--- src/rtl/lstm_cell_seq.sv ---
// lstm_cell_seq: sequential fixed-point LSTM cell, one timestep per run.
// Reads W/U/bias coefficients from an external ROM with a 1-cycle read
// latency. Each gate row is accumulated one coefficient per cycle, then
// the cell and hidden states are updated one unit per cycle.
// Optional feature macro: LSTM_SAT_EN. When defined, every reduction to
// DATA_WIDTH saturates and sets sat_flag. When undefined, reductions wrap
// and sat_flag stays 0.
// Ports:
//   clk, rst_n   - clock, synchronous active-low reset
//   start        - run request (accepted only when idle)
//   clear_state  - sampled with start; run from zero h/c instead of h/c regs
//   x            - INPUT_SIZE packed words, latched on start (x[0] in LSBs)
//   coef_addr    - ROM address; coef_data is returned one cycle later
//   busy, done   - run in progress / one-cycle completion pulse
//   h, c         - HIDDEN_SIZE packed hidden / cell state words
//   sat_flag     - sticky per run: a saturation occurred
module lstm_cell_seq #(
   parameter int INPUT_SIZE  = 2,
   parameter int HIDDEN_SIZE = 2,
   parameter int DATA_WIDTH  = 16,
   parameter int FRAC_BITS   = 8
) (
   input  logic                                  clk,
   input  logic                                  rst_n,
   input  logic                                  start,
   input  logic                                  clear_state,
   input  logic [INPUT_SIZE*DATA_WIDTH-1:0]      x,
   output logic [$clog2(4*HIDDEN_SIZE*(INPUT_SIZE+HIDDEN_SIZE+1))-1:0] coef_addr,
   input  logic [DATA_WIDTH-1:0]                 coef_data,
   output logic                                  busy,
   output logic                                  done,
   output logic [HIDDEN_SIZE*DATA_WIDTH-1:0]     h,
   output logic [HIDDEN_SIZE*DATA_WIDTH-1:0]     c,
   output logic                                  sat_flag
);
   localparam int DW    = DATA_WIDTH;
   localparam int L     = INPUT_SIZE + HIDDEN_SIZE + 1;
   localparam int ROWS  = 4 * HIDDEN_SIZE;
   localparam int NADDR = ROWS * L;
   localparam int AW    = $clog2(NADDR);
   localparam int PW    = 2 * DW;
   localparam int ACCW  = 2 * DW + $clog2(L);
   localparam int KW    = $clog2(L);
   localparam int RW    = $clog2(ROWS);
   localparam int UW    = (HIDDEN_SIZE > 1) ? $clog2(HIDDEN_SIZE) : 1;
   localparam int ONE_I = 1 << FRAC_BITS;

   localparam logic signed [DW-1:0]   ONE_D  = ONE_I[DW-1:0];
   localparam logic signed [DW-1:0]   NONE_D = -ONE_D;
   localparam logic signed [DW:0]     ONE_X  = ONE_I[DW:0];
   localparam logic signed [DW:0]     HALF_X = (ONE_I >> 1);
   localparam logic signed [ACCW-1:0] MAXV   = {{(ACCW-DW+1){1'b0}}, {(DW-1){1'b1}}};
   localparam logic signed [ACCW-1:0] MINV   = {{(ACCW-DW+1){1'b1}}, {(DW-1){1'b0}}};

   typedef enum logic [2:0] {IDLE, MAC, DRAIN, C_UPD, H_UPD, DONE} state_t;

   // full-precision signed product
   function automatic logic signed [PW-1:0] mul(input logic signed [DW-1:0] a,
                                                input logic signed [DW-1:0] b);
      return $signed({{DW{a[DW-1]}}, a}) * $signed({{DW{b[DW-1]}}, b});
   endfunction

   function automatic logic signed [ACCW-1:0] sx(input logic signed [PW-1:0] v);
      return {{(ACCW-PW){v[PW-1]}}, v};
   endfunction

   function automatic logic signed [DW-1:0] red(input logic signed [ACCW-1:0] v);
`ifdef LSTM_SAT_EN
      if (v > MAXV) return MAXV[DW-1:0];
      if (v < MINV) return MINV[DW-1:0];
`endif
      return v[DW-1:0];
   endfunction

   function automatic logic sat_hit(input logic signed [ACCW-1:0] v);
`ifdef LSTM_SAT_EN
      return (v > MAXV) || (v < MINV);
`else
      return 1'b0 & v[0];
`endif
   endfunction

   // hard sigmoid: p/4 + 0.5, clamped to [0, 1]
   function automatic logic signed [DW-1:0] sigm(input logic signed [DW-1:0] p);
      logic signed [DW:0] t;
      t = ($signed({p[DW-1], p}) >>> 2) + HALF_X;
      if (t[DW])     return '0;
      if (t > ONE_X) return ONE_X[DW-1:0];
      return t[DW-1:0];
   endfunction

   // hard tanh: clamp to [-1, 1]
   function automatic logic signed [DW-1:0] tanh_f(input logic signed [DW-1:0] p);
      if (p > ONE_D)  return ONE_D;
      if (p < NONE_D) return NONE_D;
      return p;
   endfunction

   state_t                 state_q;
   logic [AW-1:0]          addr_q;
   logic [KW-1:0]          k_q, kd_q;     // issue-side / absorb-side column
   logic [RW-1:0]          r_q, rd_q;     // issue-side / absorb-side row
   logic                   vd_q;          // coef_data holds a datum to absorb
   logic [UW-1:0]          u_q;
   logic signed [ACCW-1:0] acc_q;
   logic signed [DW-1:0]   gate_q [ROWS];
   logic signed [DW-1:0]   x_q [INPUT_SIZE];
   logic signed [DW-1:0]   h_q [HIDDEN_SIZE];
   logic signed [DW-1:0]   c_q [HIDDEN_SIZE];
   logic                   clr_q, busy_q, done_q, sat_q, satp_q;

   logic signed [DW-1:0]   cd;
   logic signed [DW-1:0]   opv [1 << KW];
   logic                   is_bias, is_g;
   logic signed [ACCW-1:0] term_d, acc_d, csum_d, hval_d;
   logic signed [DW-1:0]   red_acc, act_d;
   logic signed [DW-1:0]   gi, gf, gg, go, cp, cn;

   assign cd = coef_data;

   always_comb begin
      for (int j = 0; j < (1 << KW); j++) opv[j] = '0;
      for (int j = 0; j < INPUT_SIZE; j++) opv[j] = x_q[j];
      for (int j = 0; j < HIDDEN_SIZE; j++) opv[INPUT_SIZE+j] = clr_q ? '0 : h_q[j];
      // last column of a row is the bias, added without scaling
      is_bias = (kd_q == KW'(L-1));
      term_d  = is_bias ? {{(ACCW-DW){cd[DW-1]}}, cd} : sx(mul(cd, opv[kd_q]) >>> FRAC_BITS);
      acc_d   = ((kd_q == '0) ? '0 : acc_q) + term_d;
      red_acc = red(acc_d);
      is_g    = (rd_q >= RW'(2*HIDDEN_SIZE)) && (rd_q < RW'(3*HIDDEN_SIZE));
      act_d   = is_g ? tanh_f(red_acc) : sigm(red_acc);

      gi = '0; gf = '0; gg = '0; go = '0; cp = '0; cn = '0;
      for (int j = 0; j < HIDDEN_SIZE; j++) begin
         if (u_q == UW'(j)) begin
            gi = gate_q[j];
            gf = gate_q[HIDDEN_SIZE+j];
            gg = gate_q[2*HIDDEN_SIZE+j];
            go = gate_q[3*HIDDEN_SIZE+j];
            cp = clr_q ? '0 : c_q[j];
            cn = c_q[j];
         end
      end
      csum_d = sx(mul(gf, cp) >>> FRAC_BITS) + sx(mul(gi, gg) >>> FRAC_BITS);
      hval_d = sx(mul(go, tanh_f(cn)) >>> FRAC_BITS);
   end

   always_ff @(posedge clk) begin
      if (!rst_n) begin
         state_q <= IDLE;
         addr_q  <= '0;
         k_q     <= '0;
         kd_q    <= '0;
         r_q     <= '0;
         rd_q    <= '0;
         vd_q    <= 1'b0;
         u_q     <= '0;
         acc_q   <= '0;
         clr_q   <= 1'b0;
         busy_q  <= 1'b0;
         done_q  <= 1'b0;
         sat_q   <= 1'b0;
         satp_q  <= 1'b0;
         for (int j = 0; j < ROWS; j++) gate_q[j] <= '0;
         for (int j = 0; j < INPUT_SIZE; j++) x_q[j] <= '0;
         for (int j = 0; j < HIDDEN_SIZE; j++) begin
            h_q[j] <= '0;
            c_q[j] <= '0;
         end
      end else begin
         // absorb the datum addressed one cycle earlier (MAC and DRAIN)
         if ((state_q == MAC || state_q == DRAIN) && vd_q) begin
            acc_q <= acc_d;
            if (is_bias) begin
               gate_q[rd_q] <= act_d;
               satp_q       <= satp_q | sat_hit(acc_d);
            end
         end
         case (state_q)
            IDLE: begin
               done_q <= 1'b0;
               if (start) begin
                  state_q <= MAC;
                  busy_q  <= 1'b1;
                  sat_q   <= 1'b0;
                  satp_q  <= 1'b0;
                  clr_q   <= clear_state;
                  addr_q  <= '0;
                  k_q     <= '0;
                  r_q     <= '0;
                  vd_q    <= 1'b0;
                  for (int j = 0; j < INPUT_SIZE; j++) x_q[j] <= x[j*DW +: DW];
               end
            end
            MAC: begin
               vd_q <= 1'b1;
               kd_q <= k_q;
               rd_q <= r_q;
               if (addr_q == AW'(NADDR-1)) begin
                  state_q <= DRAIN;
               end else begin
                  addr_q <= addr_q + 1'b1;
                  if (k_q == KW'(L-1)) begin
                     k_q <= '0;
                     r_q <= r_q + 1'b1;
                  end else begin
                     k_q <= k_q + 1'b1;
                  end
               end
            end
            DRAIN: begin
               vd_q    <= 1'b0;
               u_q     <= '0;
               state_q <= C_UPD;
            end
            C_UPD: begin
               for (int j = 0; j < HIDDEN_SIZE; j++)
                  if (u_q == UW'(j)) c_q[j] <= red(csum_d);
               // row-end saturations are folded in here so sat_flag only moves during updates
               sat_q <= sat_q | satp_q | sat_hit(csum_d);
               if (u_q == UW'(HIDDEN_SIZE-1)) begin
                  u_q     <= '0;
                  state_q <= H_UPD;
               end else begin
                  u_q <= u_q + 1'b1;
               end
            end
            H_UPD: begin
               for (int j = 0; j < HIDDEN_SIZE; j++)
                  if (u_q == UW'(j)) h_q[j] <= red(hval_d);
               sat_q <= sat_q | sat_hit(hval_d);
               if (u_q == UW'(HIDDEN_SIZE-1)) begin
                  u_q     <= '0;
                  state_q <= DONE;
               end else begin
                  u_q <= u_q + 1'b1;
               end
            end
            DONE: begin
               done_q  <= 1'b1;
               busy_q  <= 1'b0;
               state_q <= IDLE;
            end
            default: state_q <= IDLE;
         endcase
      end
   end

   assign coef_addr = addr_q;
   assign busy      = busy_q;
   assign done      = done_q;
   assign sat_flag  = sat_q;

   always_comb begin
      for (int j = 0; j < HIDDEN_SIZE; j++) begin
         h[j*DW +: DW] = h_q[j];
         c[j*DW +: DW] = c_q[j];
      end
   end
endmodule

--- config.mk ---
export PLATFORM = sky130hd
export DESIGN_NAME = lstm_cell_seq
export DESIGN_NICKNAME = d
export VERILOG_FILES = /design/src/rtl/lstm_cell_seq.sv
export SDC_FILE = /design/constraint.sdc
export NUM_CORES = 2
export LEC_CHECK = 0
export ABC_AREA = 0
export CAP_MARGIN = 10
export CORE_MARGIN = 2
export CORE_UTILIZATION = 50
export CTS_CLUSTER_SIZE = 25
export DETAILED_ROUTE_END_ITERATION = 8
export GPL_ROUTABILITY_DRIVEN = 0
export GPL_TIMING_DRIVEN = 0
export PLACE_DENSITY = 0.66
export SLEW_MARGIN = 25
export SYNTH_ARGS = -nofsm -noshare
export SYNTH_HDL_FRONTEND = slang
export SYNTH_SLANG_ARGS = --single-unit
--- constraint.sdc ---
create_clock -name clk -period 25.6 [get_ports clk]
set_clock_uncertainty 0.1 [all_clocks]
set_input_delay 5.12 -clock clk [delete_from_list [all_inputs] [get_ports clk]]
set_output_delay 5.12 -clock clk [all_outputs]
set_load 0.01 [all_outputs]
==> impl_metrics.toml <==
[critical_path]
worst_ep_required_time_ns = 25.82
cp_max_fo = 10
worstSetupPathType = "in -> reg"
cpMostUsedCell = "fa_1"
slowest_stage = "clkdlybuf4s50_1"
end_kind = "register"
max_stage_delay_ns = 0.81
cp-start-kind = "primary input"
cp.arrival_ns = 16.15

[layout]
fin_nets = 5772
finish.instance_area_sq_um = 46500
mostFrequentLayoutCell = "inv_1"
final_cells = 5816
post-route-util_pct = 55.4
final_cell_mix = "inv_1 (879), fa_1 (746), nand2_1 (594), nor2_1 (416), ha_1 (317)"
fillers = 7574
syn2layout_area_growth_pct = 9.31
drive_gt1_share_pct = 4.34

[placed_design]
placed_cells = 5758
port_buffers = 123
placed_cell_area_sq_um = 45500
dp_hpwl_um = 98900

[yosys]
netlist_instances = 4455
synth_edf_count = 224
ys_types = 80
ys_warn_count = 0
ys_async_sr_fraction_pct = 0
ys_ff_latch = 266
avgSynthCellArea_sq_um = 9.55
synth_seq_area_share_pct = 17.8
ys.flop_type = "edfxtp_1"
netlist_area_sq_um = 42500

[timing]
rsz0062_at_grt = "no"
clock.fmax_mhz = 62.8
finalHoldViolations = 0
worst_slew_pin_slew_ns = 1.07
period_needed_ns = 15.93
finalCritPeriodShare_pct = 62.2
setup-tns-final_ns = 0
maxSlewHeadroom_pct = 26.5
maxSlewViolCount = 0
setup_viol = 0

[routing]
detail_route.wl_per_cell_um = 20.5
met2WireLength_um = 55400
dr.pass1.iters = 6
ant_nets = 0
wl_met3_um = 9300
drc = 0
maxUsedRoutingLayer = "met4"
route.final.wire_length_um = 119000
wl_met1_um = 49300
vias_per_cell = 5.43
num_vias = 31600
initialDrtViolationCount = 2263

[cts]
cts_buffer_depth = 3
clkTransAtPathRegs_ns = 0.06
clock-sinks = 266
clock_latency_ns = 0.60
holdBufCountCts = 0
cts_tree = "done"
cts_buffers = 31
htreeDepth = 1
post_cts_buffers = 0
cts.repair.resized = 0
cts-root-buf = "clkbuf_16"

[floorplanning]
io_pins = 125
fp.dieW_um = 296
die-area_sq_um = 87400
dieHeight_um = 296
row_count = 106
start_util_pct = 50.7
core_sq_um = 84000

[min_path]
hold_path_class = "reg -> reg"

[power_and_ir_drop]
power.density_nw_per_um2 = 129
p_leak_uw = 0.0204
peakVddDrop_mv = 0.529

[global_routing]
track_usage_pct = 28.5
grt_pass1_vias = 33400
grt_pass1_wl_um = 190000
antenna_found_initial = 0
grt_start_max_net_pins = 30
grt-ovfl-total = 0

[status]
status = "finished clean"

[job]
max_cap_violations = 0
metrics by stage:
step	setup slack, ns	hold WS (ns)	power, uW
floorplan	11.65	0.352	4260
detailed placement	9.26	0.383	5510
global placement	9.30	0.370	5460
finish	9.67	0.385	5990
global route	8.89	0.423	6610
CTS	9.78	0.390	6000
synth_stat cells, types with 6 or more instances:
library cell  count  area share [%]
nand2_1         596             5.3
a21boi_0         15            0.26
a31oi_1           9            0.13
and3_1           50            0.74
or2_2            16            0.24
nor4_2           31            0.91
mux2_2           49             1.3
a211oi_1          6            0.11
nand2b_1         37            0.54
buf_1            13            0.11
o22a_1           10            0.21
nand4_1          12            0.18
a21oi_1          73            0.86
fa_1            746              35
xnor2_1         113             2.3
xor2_1           44            0.91
a21o_1           28            0.49
and2_1          113             1.7
edfxtp_1        224              16
nor2_1          416             3.7
o31ai_1          10            0.18
o21a_1           24            0.42
o21ai_0          48            0.56
buf_2            10            0.12
nor3b_1           8            0.14
o21bai_1          7            0.12
a2111o_1          6            0.16
nor4_1           12            0.18
inv_1           879             7.8
nand3_1          22            0.26
or3_1            22            0.32
nor2b_1          63            0.93
nand3b_1          6            0.11
dfxtp_1          42             2.0
mux2i_1         118             2.8
clkbuf_1        119             1.1
nor3_1           51            0.60
ha_1            317             9.3
cell type report:
cell class / instances / area (sq um) / share of cell area (%)
multi-input combinational: 3205 / 31300 / 67.3
sequential: 266 / 7570 / 16.3
tap: 1134 / 1420 / 3.05
buffer: 147 / 602 / 1.29
timing repair buffer: 127 / 1290 / 2.78
antenna: 1 / 2.50 / 0.00538
inverter: 879 / 3300 / 7.10
clock buffer: 40 / 893 / 1.92
clock inverter: 17 / 105 / 0.226
sequential cells by signal, summed over array words and instances, names as in the netlist:
register / flops
acc_q: 16
busy: 1
c_q: 32
clr_q: 1
coef_addr: 6
done: 1
gate_q: 128
h_q: 32
k_q: 3
kd_q: 3
r_q: 3
rd_q: 3
state_q: 3
u_q: 1
vd_q: 1
x_q: 32
routing by layer:
layer,track usage [%],vias up
li1,-,14200
met1,38.3,15800
met2,46.3,1272
met3,4.44,236
met4,11.2,0
met5,0,-
worst max-delay path, delay by kind of cell:
family	cells	cell delay (ns)
and+or+nand+nor	11	2.15
xor gates and xnor gates	1	0.15
AOI/OAI and AO/OA	11	2.78
buffers and inverters	8	2.17
adders and majority gates	9	3.75
cell families after synthesis:
group	share of synthesized area [%]
adder cells (fa/ha/maj)	44.4
buffers and inverters	9.17
AND/OR/NAND/NOR	16.1
flip-flops	17.8
AO/OA/AOI/OAI	4.85
other	0.00882
XOR/XNOR	3.45
multiplexers	4.21
path summary, 6_finish.rpt:
| check | start | endpoint | slack, ns | cells after the start |
|---|---|---|---|---|
| max | coef_data[8] | gate_q[5][14] | 9.67 | 40 |
| max reg2reg | u_q | c_q[0][30] | 12.35 | 38 |
| min | r_q[1] | r_q[1] | 0.39 | 2 |
| min reg2reg | r_q[1] | r_q[1] | 0.39 | 2 |
report_power, final:
| group | leakage [uW] | internal, uW | switching, uW |
|---|---|---|---|
| clock | 0.000496 | 246 | 190 |
| combinational | 0.0173 | 2010 | 3040 |
| sequential | 0.00265 | 496 | 14.0 |
Power figures use the tool's default switching activity.
